File: src/rtl/accel_ahb_regs_pkg.sv
// ---------------------------------------------------------------------------
// accel_regs_pkg : register map, bit positions and control states shared by
//                  the accelerator register bank.              Rev 1.0
// ---------------------------------------------------------------------------
`default_nettype none

package accel_regs_pkg;

   localparam int unsigned OFF_CTRL          = 32'h00;
   localparam int unsigned OFF_STATUS        = 32'h04;
   localparam int unsigned OFF_ACCEL_X       = 32'h10;
   localparam int unsigned OFF_ACCEL_Y       = 32'h14;
   localparam int unsigned OFF_YAW           = 32'h18;
   localparam int unsigned OFF_START_POINT   = 32'h1C;
   localparam int unsigned OFF_END_POINT     = 32'h20;
   localparam int unsigned OFF_NEXT_DIRC     = 32'h24;
   localparam int unsigned OFF_NEXT_DIRC_VLD = 32'h28;
   localparam int unsigned OFF_RESULT_CNT    = 32'h2C;

   localparam int unsigned CTRL_START        = 0;
   localparam int unsigned CTRL_IRQ_EN       = 1;

   localparam int unsigned STATUS_DONE       = 0;
   localparam int unsigned STATUS_IDLE       = 1;
   localparam int unsigned STATUS_BUSY       = 2;
   localparam int unsigned STATUS_START_ERR  = 3;
   localparam int unsigned STATUS_LOCK_ERR   = 4;

   typedef enum logic [1:0] {
      CS_IDLE = 2'd0,
      CS_ARM  = 2'd1,
      CS_WAIT = 2'd2
   } ctrl_state_e;

   localparam logic [1:0] ST_IDLE = CS_IDLE;
   localparam logic [1:0] ST_ARM  = CS_ARM;
   localparam logic [1:0] ST_WAIT = CS_WAIT;

   function automatic int unsigned word_idx(input int unsigned byte_off);
      return byte_off >> 2;
   endfunction

endpackage

`default_nettype wire

File: src/rtl/accel_ahb_regs_if.sv
// ---------------------------------------------------------------------------
// accel_ahb_regs_if : AHB-Lite slave-port signal bundle.       Rev 1.0
// ---------------------------------------------------------------------------
`default_nettype none

interface accel_ahb_regs_if #(
   parameter int DATA_W = 32
);
   logic              HSEL;
   logic [31:0]       HADDR;
   logic [1:0]        HTRANS;
   logic              HWRITE;
   logic [2:0]        HSIZE;
   logic [DATA_W-1:0] HWDATA;
   logic              HREADY;
   logic [DATA_W-1:0] HRDATA;
   logic              HREADYOUT;
   logic [1:0]        HRESP;

   modport master (
      output HSEL, HADDR, HTRANS, HWRITE, HSIZE, HWDATA, HREADY,
      input  HRDATA, HREADYOUT, HRESP
   );

   modport slave (
      input  HSEL, HADDR, HTRANS, HWRITE, HSIZE, HWDATA, HREADY,
      output HRDATA, HREADYOUT, HRESP
   );
endinterface

`default_nettype wire

File: src/rtl/accel_ahb_regs_ctrl_fsm.sv
// ---------------------------------------------------------------------------
// accel_ctrl_fsm : ap_ctrl_hs start/ready/done handshake sequencer. Rev 1.0
// ---------------------------------------------------------------------------
`default_nettype none

module accel_ctrl_fsm
   import accel_regs_pkg::*;
(
   input  logic clk,
   input  logic rst_n,
   input  logic start_req,
   input  logic ap_ready,
   input  logic ap_done,
   output logic ap_start,
   output logic busy,
   output logic done_set,
   output logic start_err
);

   logic [1:0] state_q, state_d;
   logic       ap_start_q, ap_start_d;

   always_comb begin
      state_d    = state_q;
      ap_start_d = ap_start_q;
      done_set   = 1'b0;
      start_err  = 1'b0;
      case (state_q)
         ST_IDLE: begin
            if (start_req) begin
               state_d    = ST_ARM;
               ap_start_d = 1'b1;
            end
         end
         ST_ARM: begin
            ap_start_d = 1'b1;
            start_err  = start_req;
            if (ap_ready) begin
               ap_start_d = 1'b0;
               // A kernel that finishes in the accepting cycle skips WAIT.
               if (ap_done) begin
                  state_d  = ST_IDLE;
                  done_set = 1'b1;
               end else begin
                  state_d  = ST_WAIT;
               end
            end
         end
         ST_WAIT: begin
            start_err = start_req;
            if (ap_done) begin
               state_d  = ST_IDLE;
               done_set = 1'b1;
            end
         end
         default: begin
            state_d    = ST_IDLE;
            ap_start_d = 1'b0;
         end
      endcase
   end

   always_ff @(posedge clk or negedge rst_n) begin
      if (!rst_n) begin
         state_q    <= ST_IDLE;
         ap_start_q <= 1'b0;
      end else begin
         state_q    <= state_d;
         ap_start_q <= ap_start_d;
      end
   end

   assign ap_start = ap_start_q;
   assign busy     = (state_q != ST_IDLE);

endmodule

`default_nettype wire

File: src/rtl/accel_ahb_regs.sv
// ---------------------------------------------------------------------------
// accel_ahb_regs : zero-wait AHB-Lite register bank fronting the HLS
//                  parking-guide accelerator.                  Rev 1.0
// ---------------------------------------------------------------------------
`default_nettype none

module accel_ahb_regs
   import accel_regs_pkg::*;
#(
   parameter int ADDR_W = 6,
   parameter int DATA_W = 32,
   parameter int CNT_W  = 16
)(
   input  logic              HCLK,
   input  logic              HRESETn,
   accel_ahb_regs_if.slave   bus,
   output logic              ap_start,
   input  logic              ap_done,
   input  logic              ap_idle,
   input  logic              ap_ready,
   output logic [DATA_W-1:0] accel_x,
   output logic [DATA_W-1:0] accel_y,
   output logic [DATA_W-1:0] yaw,
   output logic [DATA_W-1:0] start_point,
   output logic [DATA_W-1:0] end_point,
   input  logic [DATA_W-1:0] next_dirc,
   input  logic              next_dirc_ap_vld,
   output logic              irq
);

   localparam int IW      = ADDR_W - 2;
   localparam int NUM_OPS = 5;
   localparam int unsigned OP_OFF [NUM_OPS] = '{OFF_ACCEL_X, OFF_ACCEL_Y, OFF_YAW,
                                                OFF_START_POINT, OFF_END_POINT};

   localparam logic [IW-1:0] IDX_CTRL   = IW'(word_idx(OFF_CTRL));
   localparam logic [IW-1:0] IDX_STATUS = IW'(word_idx(OFF_STATUS));
   localparam logic [IW-1:0] IDX_NDIRC  = IW'(word_idx(OFF_NEXT_DIRC));
   localparam logic [IW-1:0] IDX_NVLD   = IW'(word_idx(OFF_NEXT_DIRC_VLD));
   localparam logic [IW-1:0] IDX_CNT    = IW'(word_idx(OFF_RESULT_CNT));

   // address-phase capture
   logic [IW-1:0]     addr_idx_q, addr_idx_d;
   logic              write_q, write_d;
   logic              valid_q, valid_d;
   logic              addr_valid;

   // register file
   logic              irq_en_q, irq_en_d;
   logic              done_q, done_d;
   logic              start_err_q, start_err_d;
   logic              lock_err_q, lock_err_d;
   logic [DATA_W-1:0] op_q [NUM_OPS];
   logic [DATA_W-1:0] op_d [NUM_OPS];
   logic [DATA_W-1:0] next_dirc_q, next_dirc_d;
   logic              nvld_q, nvld_d;
   logic [CNT_W-1:0]  result_cnt_q, result_cnt_d;
   logic              irq_q, irq_d;

   logic              wr, rd;
   logic              wr_ctrl, wr_status, wr_nvld;
   logic              op_wr_any;
   logic              start_req, busy, done_set, start_err;
   logic [DATA_W-1:0] rdata;
   logic              unused_bus;

   assign unused_bus = ^{bus.HADDR[31:ADDR_W], bus.HADDR[1:0], bus.HSIZE, bus.HTRANS[0]};

   always_comb begin
      addr_valid = bus.HSEL & bus.HTRANS[1] & bus.HREADY;
      addr_idx_d = addr_valid ? bus.HADDR[ADDR_W-1:2] : addr_idx_q;
      write_d    = addr_valid & bus.HWRITE;
      valid_d    = addr_valid;
   end

   assign wr        = valid_q & write_q;
   assign rd        = valid_q & ~write_q;
   assign wr_ctrl   = wr && (addr_idx_q == IDX_CTRL);
   assign wr_status = wr && (addr_idx_q == IDX_STATUS);
   assign wr_nvld   = wr && (addr_idx_q == IDX_NVLD);
   assign start_req = wr_ctrl & bus.HWDATA[CTRL_START];

   accel_ctrl_fsm u_ctrl_fsm (
      .clk       (HCLK),
      .rst_n     (HRESETn),
      .start_req (start_req),
      .ap_ready  (ap_ready),
      .ap_done   (ap_done),
      .ap_start  (ap_start),
      .busy      (busy),
      .done_set  (done_set),
      .start_err (start_err)
   );

   // Operands are frozen while a run is in flight so the kernel sees stable inputs.
   always_comb begin
      op_wr_any = 1'b0;
      for (int i = 0; i < NUM_OPS; i++) begin
         op_d[i] = op_q[i];
         if (wr && (addr_idx_q == IW'(word_idx(OP_OFF[i])))) begin
            op_wr_any = 1'b1;
            if (!busy) begin
               op_d[i] = bus.HWDATA;
            end
         end
      end
   end

   // Sticky bits: a hardware set in the same cycle as a W1C wins.
   always_comb begin
      irq_en_d     = wr_ctrl ? bus.HWDATA[CTRL_IRQ_EN] : irq_en_q;
      done_d       = done_set |
                     (done_q & ~(wr_status & bus.HWDATA[STATUS_DONE]));
      start_err_d  = start_err |
                     (start_err_q & ~(wr_status & bus.HWDATA[STATUS_START_ERR]));
      lock_err_d   = (op_wr_any & busy) |
                     (lock_err_q & ~(wr_status & bus.HWDATA[STATUS_LOCK_ERR]));
      next_dirc_d  = next_dirc_ap_vld ? next_dirc : next_dirc_q;
      nvld_d       = next_dirc_ap_vld | (nvld_q & ~(wr_nvld & bus.HWDATA[0]));
      result_cnt_d = result_cnt_q + CNT_W'(next_dirc_ap_vld);
      irq_d        = irq_en_q & done_q;
   end

   always_comb begin
      rdata = '0;
      case (addr_idx_q)
         IDX_CTRL: begin
            rdata[CTRL_START]  = busy;
            rdata[CTRL_IRQ_EN] = irq_en_q;
         end
         IDX_STATUS: begin
            rdata[STATUS_DONE]      = done_q;
            rdata[STATUS_IDLE]      = ap_idle;
            rdata[STATUS_BUSY]      = busy;
            rdata[STATUS_START_ERR] = start_err_q;
            rdata[STATUS_LOCK_ERR]  = lock_err_q;
         end
         IDX_NDIRC: rdata = next_dirc_q;
         IDX_NVLD:  rdata[0] = nvld_q;
         IDX_CNT:   rdata = DATA_W'(result_cnt_q);
         default: begin
            for (int i = 0; i < NUM_OPS; i++) begin
               if (addr_idx_q == IW'(word_idx(OP_OFF[i]))) begin
                  rdata = op_q[i];
               end
            end
         end
      endcase
   end

   assign bus.HRDATA    = rd ? rdata : '0;
   assign bus.HREADYOUT = 1'b1;
   assign bus.HRESP     = 2'b00;

   always_ff @(posedge HCLK or negedge HRESETn) begin
      if (!HRESETn) begin
         addr_idx_q   <= '0;
         write_q      <= 1'b0;
         valid_q      <= 1'b0;
         irq_en_q     <= 1'b0;
         done_q       <= 1'b0;
         start_err_q  <= 1'b0;
         lock_err_q   <= 1'b0;
         for (int i = 0; i < NUM_OPS; i++) begin
            op_q[i] <= '0;
         end
         next_dirc_q  <= '0;
         nvld_q       <= 1'b0;
         result_cnt_q <= '0;
         irq_q        <= 1'b0;
      end else begin
         addr_idx_q   <= addr_idx_d;
         write_q      <= write_d;
         valid_q      <= valid_d;
         irq_en_q     <= irq_en_d;
         done_q       <= done_d;
         start_err_q  <= start_err_d;
         lock_err_q   <= lock_err_d;
         for (int i = 0; i < NUM_OPS; i++) begin
            op_q[i] <= op_d[i];
         end
         next_dirc_q  <= next_dirc_d;
         nvld_q       <= nvld_d;
         result_cnt_q <= result_cnt_d;
         irq_q        <= irq_d;
      end
   end

   assign accel_x     = op_q[0];
   assign accel_y     = op_q[1];
   assign yaw         = op_q[2];
   assign start_point = op_q[3];
   assign end_point   = op_q[4];
   assign irq         = irq_q;

endmodule

`default_nettype wire

File: src/flat_wrapper.sv
// flat-port wrapper written by rule: the top's interface ports become plain ports
module accel_ahb_regs_flat import accel_regs_pkg::*;
#(
   parameter int ADDR_W = 6,
   parameter int DATA_W = 32,
   parameter int CNT_W  = 16
)
  (HCLK, HRESETn, ap_start, ap_done, ap_idle, ap_ready, accel_x, accel_y, yaw, start_point, end_point, next_dirc, next_dirc_ap_vld, irq, bus_HSEL, bus_HADDR, bus_HTRANS, bus_HWRITE, bus_HSIZE, bus_HWDATA, bus_HREADY, bus_HRDATA, bus_HREADYOUT, bus_HRESP);
  accel_ahb_regs_if #(.DATA_W(DATA_W)) bus_i ();
  input  logic HCLK;
  input  logic HRESETn;
  output logic ap_start;
  input  logic ap_done;
  input  logic ap_idle;
  input  logic ap_ready;
  output logic [DATA_W-1:0] accel_x;
  output logic [DATA_W-1:0] accel_y;
  output logic [DATA_W-1:0] yaw;
  output logic [DATA_W-1:0] start_point;
  output logic [DATA_W-1:0] end_point;
  input  logic [DATA_W-1:0] next_dirc;
  input  logic next_dirc_ap_vld;
  output logic irq;
  input wire logic [$bits(bus_i.HSEL)-1:0] bus_HSEL;
  input wire logic [$bits(bus_i.HADDR)-1:0] bus_HADDR;
  input wire logic [$bits(bus_i.HTRANS)-1:0] bus_HTRANS;
  input wire logic [$bits(bus_i.HWRITE)-1:0] bus_HWRITE;
  input wire logic [$bits(bus_i.HSIZE)-1:0] bus_HSIZE;
  input wire logic [$bits(bus_i.HWDATA)-1:0] bus_HWDATA;
  input wire logic [$bits(bus_i.HREADY)-1:0] bus_HREADY;
  output wire logic [$bits(bus_i.HRDATA)-1:0] bus_HRDATA;
  output wire logic [$bits(bus_i.HREADYOUT)-1:0] bus_HREADYOUT;
  output wire logic [$bits(bus_i.HRESP)-1:0] bus_HRESP;
  assign bus_i.HSEL = bus_HSEL;
  assign bus_i.HADDR = bus_HADDR;
  assign bus_i.HTRANS = bus_HTRANS;
  assign bus_i.HWRITE = bus_HWRITE;
  assign bus_i.HSIZE = bus_HSIZE;
  assign bus_i.HWDATA = bus_HWDATA;
  assign bus_i.HREADY = bus_HREADY;
  assign bus_HRDATA = bus_i.HRDATA;
  assign bus_HREADYOUT = bus_i.HREADYOUT;
  assign bus_HRESP = bus_i.HRESP;
  accel_ahb_regs #(.ADDR_W(ADDR_W), .DATA_W(DATA_W), .CNT_W(CNT_W)) u_core (.HCLK(HCLK), .HRESETn(HRESETn), .bus(bus_i), .ap_start(ap_start), .ap_done(ap_done), .ap_idle(ap_idle), .ap_ready(ap_ready), .accel_x(accel_x), .accel_y(accel_y), .yaw(yaw), .start_point(start_point), .end_point(end_point), .next_dirc(next_dirc), .next_dirc_ap_vld(next_dirc_ap_vld), .irq(irq));
endmodule
File: config.mk
export PLATFORM = sky130hd
export DESIGN_NAME = accel_ahb_regs_flat
export DESIGN_NICKNAME = d
export VERILOG_FILES = /design/src/rtl/accel_ahb_regs_pkg.sv /design/src/rtl/accel_ahb_regs_if.sv /design/src/rtl/accel_ahb_regs_ctrl_fsm.sv /design/src/rtl/accel_ahb_regs.sv /design/src/flat_wrapper.sv
export SDC_FILE = /design/constraint.sdc
export NUM_CORES = 1
export LEC_CHECK = 0
export BUFFER_PORTS_ARGS = -buffer_cell sky130_fd_sc_hd__buf_2
export CAP_MARGIN = 0
export CORE_ASPECT_RATIO = 0.8
export CORE_UTILIZATION = 30
export CTS_CLUSTER_DIAMETER = 100
export DETAILED_ROUTE_END_ITERATION = 10
export PLACE_DENSITY = 0.48
export SLEW_MARGIN = 20
export SYNTH_ARGS = -nofsm -noshare
export SYNTH_HDL_FRONTEND = slang
export SYNTH_SLANG_ARGS = --single-unit
File: constraint.sdc
create_clock -name HCLK -period 4.41 [get_ports HCLK]
set_clock_uncertainty 0.05 [all_clocks]
set_input_delay 0.2205 -clock HCLK [delete_from_list [all_inputs] [get_ports HCLK]]
set_output_delay 0.2205 -clock HCLK [all_outputs]
set_load 0.02 [all_outputs]
==> flow_metrics.tcl, run 1 <==
set metrics [dict create \
    vias_per_cell 5.032 \
    cp_max_fo 36 \
    total_power_uw 5599 \
    cts-htree-levels 1 \
    die_area_sq_um 37330 \
    setup_violations 0 \
    grt_pass1_vias 8585 \
    max_slew.worst_pin.slew_ns 0.9542 \
    wl_per_cell_microns 22.47 \
    period_needed_ns 3.681 \
    vias 8514 \
    period_share_pct 83.48 \
    layout_common_cells "buf_2 (270), dfrtp_1 (221), mux2_2 (170), dlygate4sd3_1 (72), a21oi_1 (57)" \
    start_util_pct 30.53 \
    drt_wl_total_microns 38020 \
    peakVddDrop_v 0.0002379 \
    rows 62 \
    hold_viol_final 0 \
    clk_pin_slew_ns 0.06 \
    p_int_uw 3883 \
    synthFlopType "dfrtp_1" \
    swShare_pct 30.65 \
    cts_buffers 26 \
    clockBufferDepth 3 \
    cp-end-kind "output port" \
    track_usage_pct 20.25 \
    slew_headroom_pct 36.38 \
    die_x_microns 215.8 \
    drive_above_1_share_pct 46.70 \
    diodes 0 \
    p_clk_share_pct 38.1 \
    port_buffers 271 \
    p_per_area_nw_per_um2 389.9 \
    fin_nets 1312 \
    clock_latency_ns 0.54 \
    hold_path.class "primary input to flop" \
    critical_path_class "flop to output port" \
    synth_area_sq_um 10970 \
    gp_congestion 0.8247 \
    drtAntennaViolNets 0 \
    firstDrtPassIters 5 \
    postCtsSetupBuffers 0 \
    worstPathRequired_ns 4.14 \
    cts_tree "built" \
    grt.overflow.total 0 \
    status "finished clean" \
    yosysTopAreaCell "dfrtp_1" \
    drt_iter0_drc 407 \
    yosysSeqAreaShare_pct 50.88 \
    yosys_register_bits 223 \
    ios 307 \
    synth_area_per_cell_sq_um 12.77 \
    synth_edf_count 0 \
    fillers 3531 \
    place_hpwl_microns 25710 \
    grt_pass1_wl_microns 57280 \
    final_common_cell "buf_2" \
    netlist_instances 859 \
    synth_cell_types 54 \
    clock-sinks 223 \
    drv_slew 0 \
    finalSetupTns_ns 0 \
    yosys_warnings 0 \
    drv_cap 0 \
    arrival_ns 3.41 \
    dieHeight_microns 173.0 \
    root_buffer "clkbuf_16" \
    core_area_sq_um 35920 \
    fmax_ghz 0.2716 \
    area_delta_synth_final_pct 30.94 \
    drc_errors 0 \
    p_leak_uw 0.007125 \
    ys_top_cells_by_area "dfrtp_1 (51%), mux2_2 (17%), mux4_2 (3.5%)" \
    antenna_found_initial 0 \
    switching_power_uw 1716 \
    grt_max_degree 121 \
    rsz0062_at_grt "false" \
    synthArstFlopShare_pct 100.0 \
    synth_top_cell_area_share_pct 50.88 \
    p_comb_share_pct 20.6 \
    critical_path.startpoint_type "flop" \
    p_seq_share_pct 41.3 \
]
flip-flops by register name, indices dropped and copies added, names as in the netlist, 2 cells and up:
signal                     cells
u_core.accel_x                32
u_core.accel_y                32
u_core.end_point              32
u_core.next_dirc_q            32
u_core.start_point            32
u_core.yaw                    32
u_core.result_cnt_q           16
u_core.addr_idx_q              4
u_core.u_ctrl_fsm.state_q      2
path summary, 6_finish.rpt:
| path | start | to | slack [ns] | cells after the start |
|---|---|---|---|---|
| max | u_core.addr_idx_q[0] | bus_HRDATA[16] | 0.73 | 6 |
| min | bus_HWDATA[0] | u_core.start_point[0] | 0.06 | 2 |
| max reg2reg | u_core.addr_idx_q[1] | u_core.done_q | 1.46 | 6 |
| min reg2reg | u_core.result_cnt_q[15] | u_core.result_cnt_q[15] | 0.42 | 1 |
| max in group asynchronous | HRESETn | u_core.end_point[1] | 3.00 | 4 |
| min in group asynchronous | HRESETn | u_core.nvld_q | 0.09 | 2 |
synth_stat cells, types with 14 or more instances:
cell type / n
clkbuf_1: 24
a21oi_1: 57
mux2_2: 170
mux2_1: 26
o21a_1: 15
o21ai_0: 55
mux4_2: 17
dfrtp_1: 223
o221a_2: 14
nor2_1: 22
nand2b_1: 24
nand2_1: 23
layer usage:
| metal | GRT usage, % | up-vias | part of all wire, % |
|---|---|---|---|
| li1 | - | 3846 | - |
| met1 | 31.51 | 4343 | 50 |
| met2 | 28.20 | 268 | 42 |
| met3 | 3.571 | 57 | 5.2 |
| met4 | 5.881 | 0 | 2.7 |
| met5 | 0 | - | 0 |
worst max-delay path, stage by stage (launching register included):
cell       delay, ns
dfrtp_4         0.74
buf_4           0.38
nand2b_1        0.39
o21ai_0         0.14
o221a_2         0.15
a2111oi_0       0.77
buf_2           0.31
metrics by stage:
stage / hold slack, ns / area (sq um) / setup WS [ns] / cells / utilization [%]
4_1_cts: 0.02471 / 14330 / 0.6951 / 1691 / 39.90
3_3_place_gp: 0.3519 / 12790 / 1.208 / 1575 / 35.61
3_5_place_dp: 0.3393 / 12790 / 1.287 / 1575 / 35.61
5_1_grt: 0.06174 / 14360 / 0.4305 / 1692 / 39.98
2_1_floorplan: -0.1251 / 10970 / 1.864 / 860 / -
6_report: 0.06035 / 14360 / 0.7287 / 1692 / 39.98
logic make-up after synthesis:
kind of cell	share of synthesized area, %
and+or+nand+nor	5.773
xor gates and xnor gates	1.118
AOI/OAI and AO/OA	12.61
buffers and inverters	4.062
other	0.06848
adders and majority gates	0.6845
muxes	24.80
DFF	50.88
repair_timing:
item,in CTS,in global routing
endpoints found under the setup margin,0,0
resized for setup,0,0
hold buffers,72,0
endpoints found under the hold margin,315,0
power groups by stage:
stage               combinational, uW  sequential (uW)  clock, uW
finish                           1150             2310       2130
CTS                              1150             2310       2210
detailed placement               1090             2350          0
global route                     1250             2330       2300
global placement                 1090             2350          0
floorplan                         707             2310          0
layout make-up:
| cell class | count | area (sq um) | share of cell area, % |
|---|---|---|---|
| multi-input combinational | 560 | 4962 | 34.56 |
| timing repair buffer | 372 | 2337 | 16.28 |
| inverter | 13 | 48.80 | 0.3398 |
| sequential | 223 | 5588 | 38.91 |
| tap | 480 | 600.6 | 4.182 |
| clock inverter | 9 | 97.59 | 0.6796 |
| clock buffer | 35 | 725.7 | 5.054 |
Power figures use the tool's default switching activity.
==> inputs of run 2 (changes only) <==
- PLACE_DENSITY: 0.48 -> 0.5
- clock period: 4.41 -> 3.2 ns (I/O delays scaled with it)
==> run 2 against run 1 <==
Against the previous run:
- via count rose by 1.5%
- sequential share of layout area down 0.30 points
- power rose by 37%
- flip-flop and latch count is the same
==> flow_metrics.tcl, run 2 (same netlist as run 1, synthesis figures left out) <==
set metrics [dict create \
    status "finished clean" \
    critical_path_class "flop to output port" \
    drt_wl_total_microns 38160 \
    ios 307 \
    fillers 3513 \
    antenna_found_initial 1 \
    area_delta_synth_final_pct 31.97 \
    port_buffers 271 \
    crit_end "bus_HRDATA[4]" \
    track_usage_pct 20.31 \
    arrival_ns 2.86 \
    worst-r2r-setup-slack_ns 0.64 \
    drt_iter0_drc 557 \
    clk_pin_slew_ns 0.06 \
    clock_latency_ns 0.54 \
    fmax_ghz 0.3255 \
    root_buffer "clkbuf_16" \
    die_area_sq_um 37330 \
    clock-sinks 223 \
    cts_buffers 26 \
    dieHeight_microns 173.0 \
    hold_viol_final 0 \
    critical_path.startpoint_type "flop" \
    cts-htree-levels 1 \
    wl_per_cell_microns 22.33 \
    ff2ff_path_depth 6 \
    r2r_end "u_core.done_q" \
    p_per_area_nw_per_um2 528.9 \
    startpoint "u_core.addr_idx_q[1]" \
    start_util_pct 30.53 \
    diodes 0 \
    grt.overflow.total 0 \
    drive_above_1_share_pct 47.19 \
    p_leak_uw 0.007195 \
    vias_per_cell 5.054 \
    clockBufferDepth 3 \
    worstPathRequired_ns 2.99 \
    die_x_microns 215.8 \
    setup_violations 0 \
    drv_cap 0 \
    grt_max_degree 77 \
    hold_path.class "primary input to flop" \
    peakVddDrop_v 0.0003692 \
    period_share_pct 96.00 \
    max_slew.worst_pin.slew_ns 0.8368 \
    cp-end-kind "output port" \
    vias 8638 \
    cts_tree "built" \
    cp_max_fo 20 \
    total_power_uw 7655 \
    rr_startpoint "u_core.addr_idx_q[0]" \
    grt_pass1_vias 8679 \
    rsz0062_at_grt "false" \
    finalSetupTns_ns 0 \
    final_common_cell "buf_2" \
    grt_pass1_wl_microns 57430 \
    core_area_sq_um 35920 \
    layout_common_cells "buf_2 (270), dfrtp_1 (221), mux2_2 (170), dlygate4sd3_1 (74), a21oi_1 (57)" \
    place_hpwl_microns 26780 \
    firstDrtPassIters 5 \
    drtAntennaViolNets 0 \
    drc_errors 0 \
    gp_congestion 0.8227 \
    rows 62 \
    slew_headroom_pct 44.10 \
    fin_nets 1329 \
    drv_slew 0 \
    period_needed_ns 3.072 \
]
[run 2: worst max-delay path, stage by stage, from the launching register on]
cell and delay, ns:
dfrtp_4 0.54, buf_4 0.24, inv_2 0.36, a21oi_1 0.08, a2111oi_0 0.63, a211oi_1 0.11
buf_4 0.19, buf_2 0.15
[run 2: area by class of cell]
| cell class | count | area, sq um | area share, % |
|---|---|---|---|
| repair buffers | 389 | 2475 | 17.10 |
| clock buffers | 40 | 774.5 | 5.351 |
| clock inverters | 4 | 20.02 | 0.1383 |
| well taps | 480 | 600.6 | 4.150 |
| multi-input cells | 560 | 4966 | 34.31 |
| flip-flops and latches | 223 | 5588 | 38.61 |
| inverters | 13 | 48.80 | 0.3372 |
[run 2: power by group]
| group | switching [uW] | internal [uW] |
|---|---|---|
| registers | 160 | 2980 |
| clock network | 1180 | 1650 |
| logic | 1010 | 682 |
[run 2: through the flow]
| stage | hold WS (ns) | area, sq um | worst slack (ns) | std cells | util, % |
|---|---|---|---|---|---|
| floorplan | -0.1856 | 10970 | 0.7145 | 860 | - |
| global placement | 0.1497 | 12900 | 0.4546 | 1588 | 35.91 |
| detailed placement | 0.1479 | 12900 | 0.4046 | 1588 | 35.91 |
| CTS | 0.06468 | 14470 | 0.07159 | 1709 | 40.28 |
| global route | 0.08585 | 14470 | 0.02158 | 1709 | 40.29 |
| finish | 0.08331 | 14470 | 0.1279 | 1709 | 40.29 |
[run 2: worst min path at each step]
stage	slack (ns)	cells after the start	end	startpoint
2_1_floorplan	-0.19	0	u_core.accel_x[0]	HRESETn
5_1_grt	0.09	3	u_core.valid_q	bus_HREADY
3_5_place_dp	0.15	1	u_core.accel_y[25]	HRESETn
3_3_place_gp	0.15	1	u_core.next_dirc_q[23]	HRESETn
6_report	0.08	3	u_core.valid_q	bus_HTRANS[1]
4_1_cts	0.06	3	u_core.valid_q	bus_HTRANS[1]
[run 2: timing repair]
item | in CTS | in global routing
resized for setup | 0 | 2
setup endpoints to repair | 11 | 2
hold buffers | 74 | 0
endpoints found under the hold margin | 277 | 0
setup buffers | 3 | 0
[run 2: routing by layer]
layer | vias to the layer above | track usage, % | wire (microns)
met2 | 306 | 28.44 | 16160
met5 | - | 0 | 0
met1 | 4401 | 31.29 | 18440
met4 | 0 | 5.112 | 836
met3 | 48 | 4.292 | 2727
li1 | 3883 | - | -
==> inputs of run 3 (changes only) <==
- CORE_ASPECT_RATIO: 0.8 -> 1.1
==> run 3 against run 2 <==
Against the previous run:
- die area about the same
- clock power increased by 11%
- critical path depth decreased by 1
- wire length decreased by 0.66%
- design area increased by 0.67%
- combinational power about the same
- final cell count increased by 0.29%
- flip-flop and latch count unchanged
- fmax decreased by 0.48%
- clock-buffer cell count unchanged
- critical endpoint is now bus_HRDATA[28]
- largest cell class unchanged
==> flow_metrics.tcl, run 3 (same netlist as run 1, synthesis figures left out) <==
set metrics [dict create \
    worst-r2r-setup-slack_ns 0.72 \
    core_area_sq_um 36080 \
    cts_tree "built" \
    ios 307 \
    slowest_stage "dfrtp_4" \
    critPathTopFamily "compound AO/OA/AOI/OAI gates" \
    r2r_end "u_core.done_q" \
    slew_headroom_pct 41.76 \
    grt_pass1_wl_microns 55260 \
    worstPathRequired_ns 2.99 \
    clock_latency_ns 0.53 \
    clk_pin_slew_ns 0.06 \
    worst_hold_slack_ns 0.1118 \
    final_common_cell "buf_2" \
    rsz0062_at_grt "false" \
    start_util_pct 30.40 \
    drv_slew 0 \
    cts-htree-levels 1 \
    hold_viol_final 0 \
    rows 73 \
    cts_buffers 26 \
    setup_violations 0 \
    diodes 0 \
    grt.overflow.total 0 \
    critical_path.startpoint_type "flop" \
    dieHeight_microns 202.5 \
    cp.buffers_inverters 2 \
    area_delta_synth_final_pct 32.85 \
    period_needed_ns 3.087 \
    max_slew.worst_pin.slew_ns 0.8736 \
    drtAntennaViolNets 0 \
    ff2ff_path_depth 5 \
    place_hpwl_microns 26190 \
    period_share_pct 96.47 \
    layout_common_cells "buf_2 (270), dfrtp_1 (221), mux2_2 (170), dlygate4sd3_1 (74), a21oi_1 (57)" \
    p_per_area_nw_per_um2 546.1 \
    vias 8612 \
    drv_cap 0 \
    root_buffer "clkbuf_16" \
    postLayoutCoreUtil_pct 40.38 \
    arrival_ns 2.88 \
    timing.final.ws_setup_ns 0.1129 \
    finalSetupTns_ns 0 \
    clockBufferDepth 3 \
    antenna_found_initial 0 \
    startpoint "u_core.addr_idx_q[0]" \
    fillers 3530 \
    slowest_delay_ns 0.63 \
    grt_pass1_vias 8869 \
    drt_wl_total_microns 37910 \
    hold_path.class "primary input to flop" \
    firstDrtPassIters 5 \
    cp_max_fo 17 \
    critical_path_class "flop to output port" \
    crit_end "bus_HRDATA[28]" \
    fin_nets 1325 \
    drt_iter0_drc 450 \
    p_leak_uw 0.007228 \
    clock-sinks 223 \
    die_area_sq_um 37330 \
    die_x_microns 184.3 \
    rr_startpoint "u_core.addr_idx_q[1]" \
    port_buffers 271 \
    vias_per_cell 5.025 \
    status "finished clean" \
    crit_cells 6 \
    peakVddDrop_v 0.0003439 \
    wl_per_cell_microns 22.12 \
    fmax_ghz 0.3239 \
    pre_cts_ws_ns 0.4807 \
    total_power_uw 7956 \
    grt_max_degree 105 \
    drc_errors 0 \
    drive_above_1_share_pct 47.35 \
    cp-end-kind "output port" \
    track_usage_pct 19.86 \
    path_cells "nor3b_4 > buf_4 > a21oi_1 > o221a_2 > a2111oi_2 > buf_2" \
    gp_congestion 0.7467 \
]
## run 3: cell types whose count changed in the layout (fill, tap and decap cells not counted), sizes merged
cell,delta
buf,-4
bufinv,+3
clkinv,-1
## run 3: worst register-to-register path, delay by kind of cell (launching register included)
family	cells	cell delay (ns)
AND/OR/NAND/NOR	3	1.02
flip-flops	1	0.62
buffers and inverters	1	0.54
AO/OA/AOI/OAI	1	0.13
## run 3: worst min path at each step
stage | start | to | cells after the start
3_3_place_gp | HRESETn | u_core.accel_x[12] | 1
6_report | bus_HREADY | u_core.valid_q | 3
5_1_grt | bus_HREADY | u_core.valid_q | 3
3_5_place_dp | HRESETn | u_core.accel_x[12] | 1
2_1_floorplan | HRESETn | u_core.accel_x[0] | 0
4_1_cts | bus_HREADY | u_core.valid_q | 3
## run 3: power by group
part           switching, uW  internal, uW  total (uW)
registers                174          2980        3160
clock network           1180          1940        3120
logic                    998           685        1680
total                   2350          5600        7960
## run 3: what timing repair did
action | 4_1_cts | 5_1_grt
pin swaps | 0 | 1
resized for setup | 3 | 3
setup buffers | 0 | 1
hold buffers | 74 | 0
hold endpoints to repair | 301 | 0
endpoints found under the setup margin | 3 | 16
## run 3: area by class of cell
| type | instances | area (sq um) | area share [%] |
|---|---|---|---|
| clock buffers | 40 | 794.5 | 5.453 |
| inverters | 13 | 48.80 | 0.3349 |
| multi-input cells | 560 | 4971 | 34.12 |
| clock inverters | 6 | 105.1 | 0.7214 |
| flip-flops and latches | 223 | 5588 | 38.35 |
| repair buffers | 385 | 2452 | 16.83 |
| well taps | 487 | 609.3 | 4.182 |
## run 3: routing by layer
metal  track usage (%)  wire, microns
met4             5.446            852
met2             33.56          18400
met1             25.39          16200
met3             4.430           2460
met5                 0              0
## run 3: stage by stage
stage,area (sq um),instances
finish,14570,1714
global route,14570,1714
CTS,14540,1713
detailed placement,12890,1593
global placement,12890,1593
floorplan,10970,860
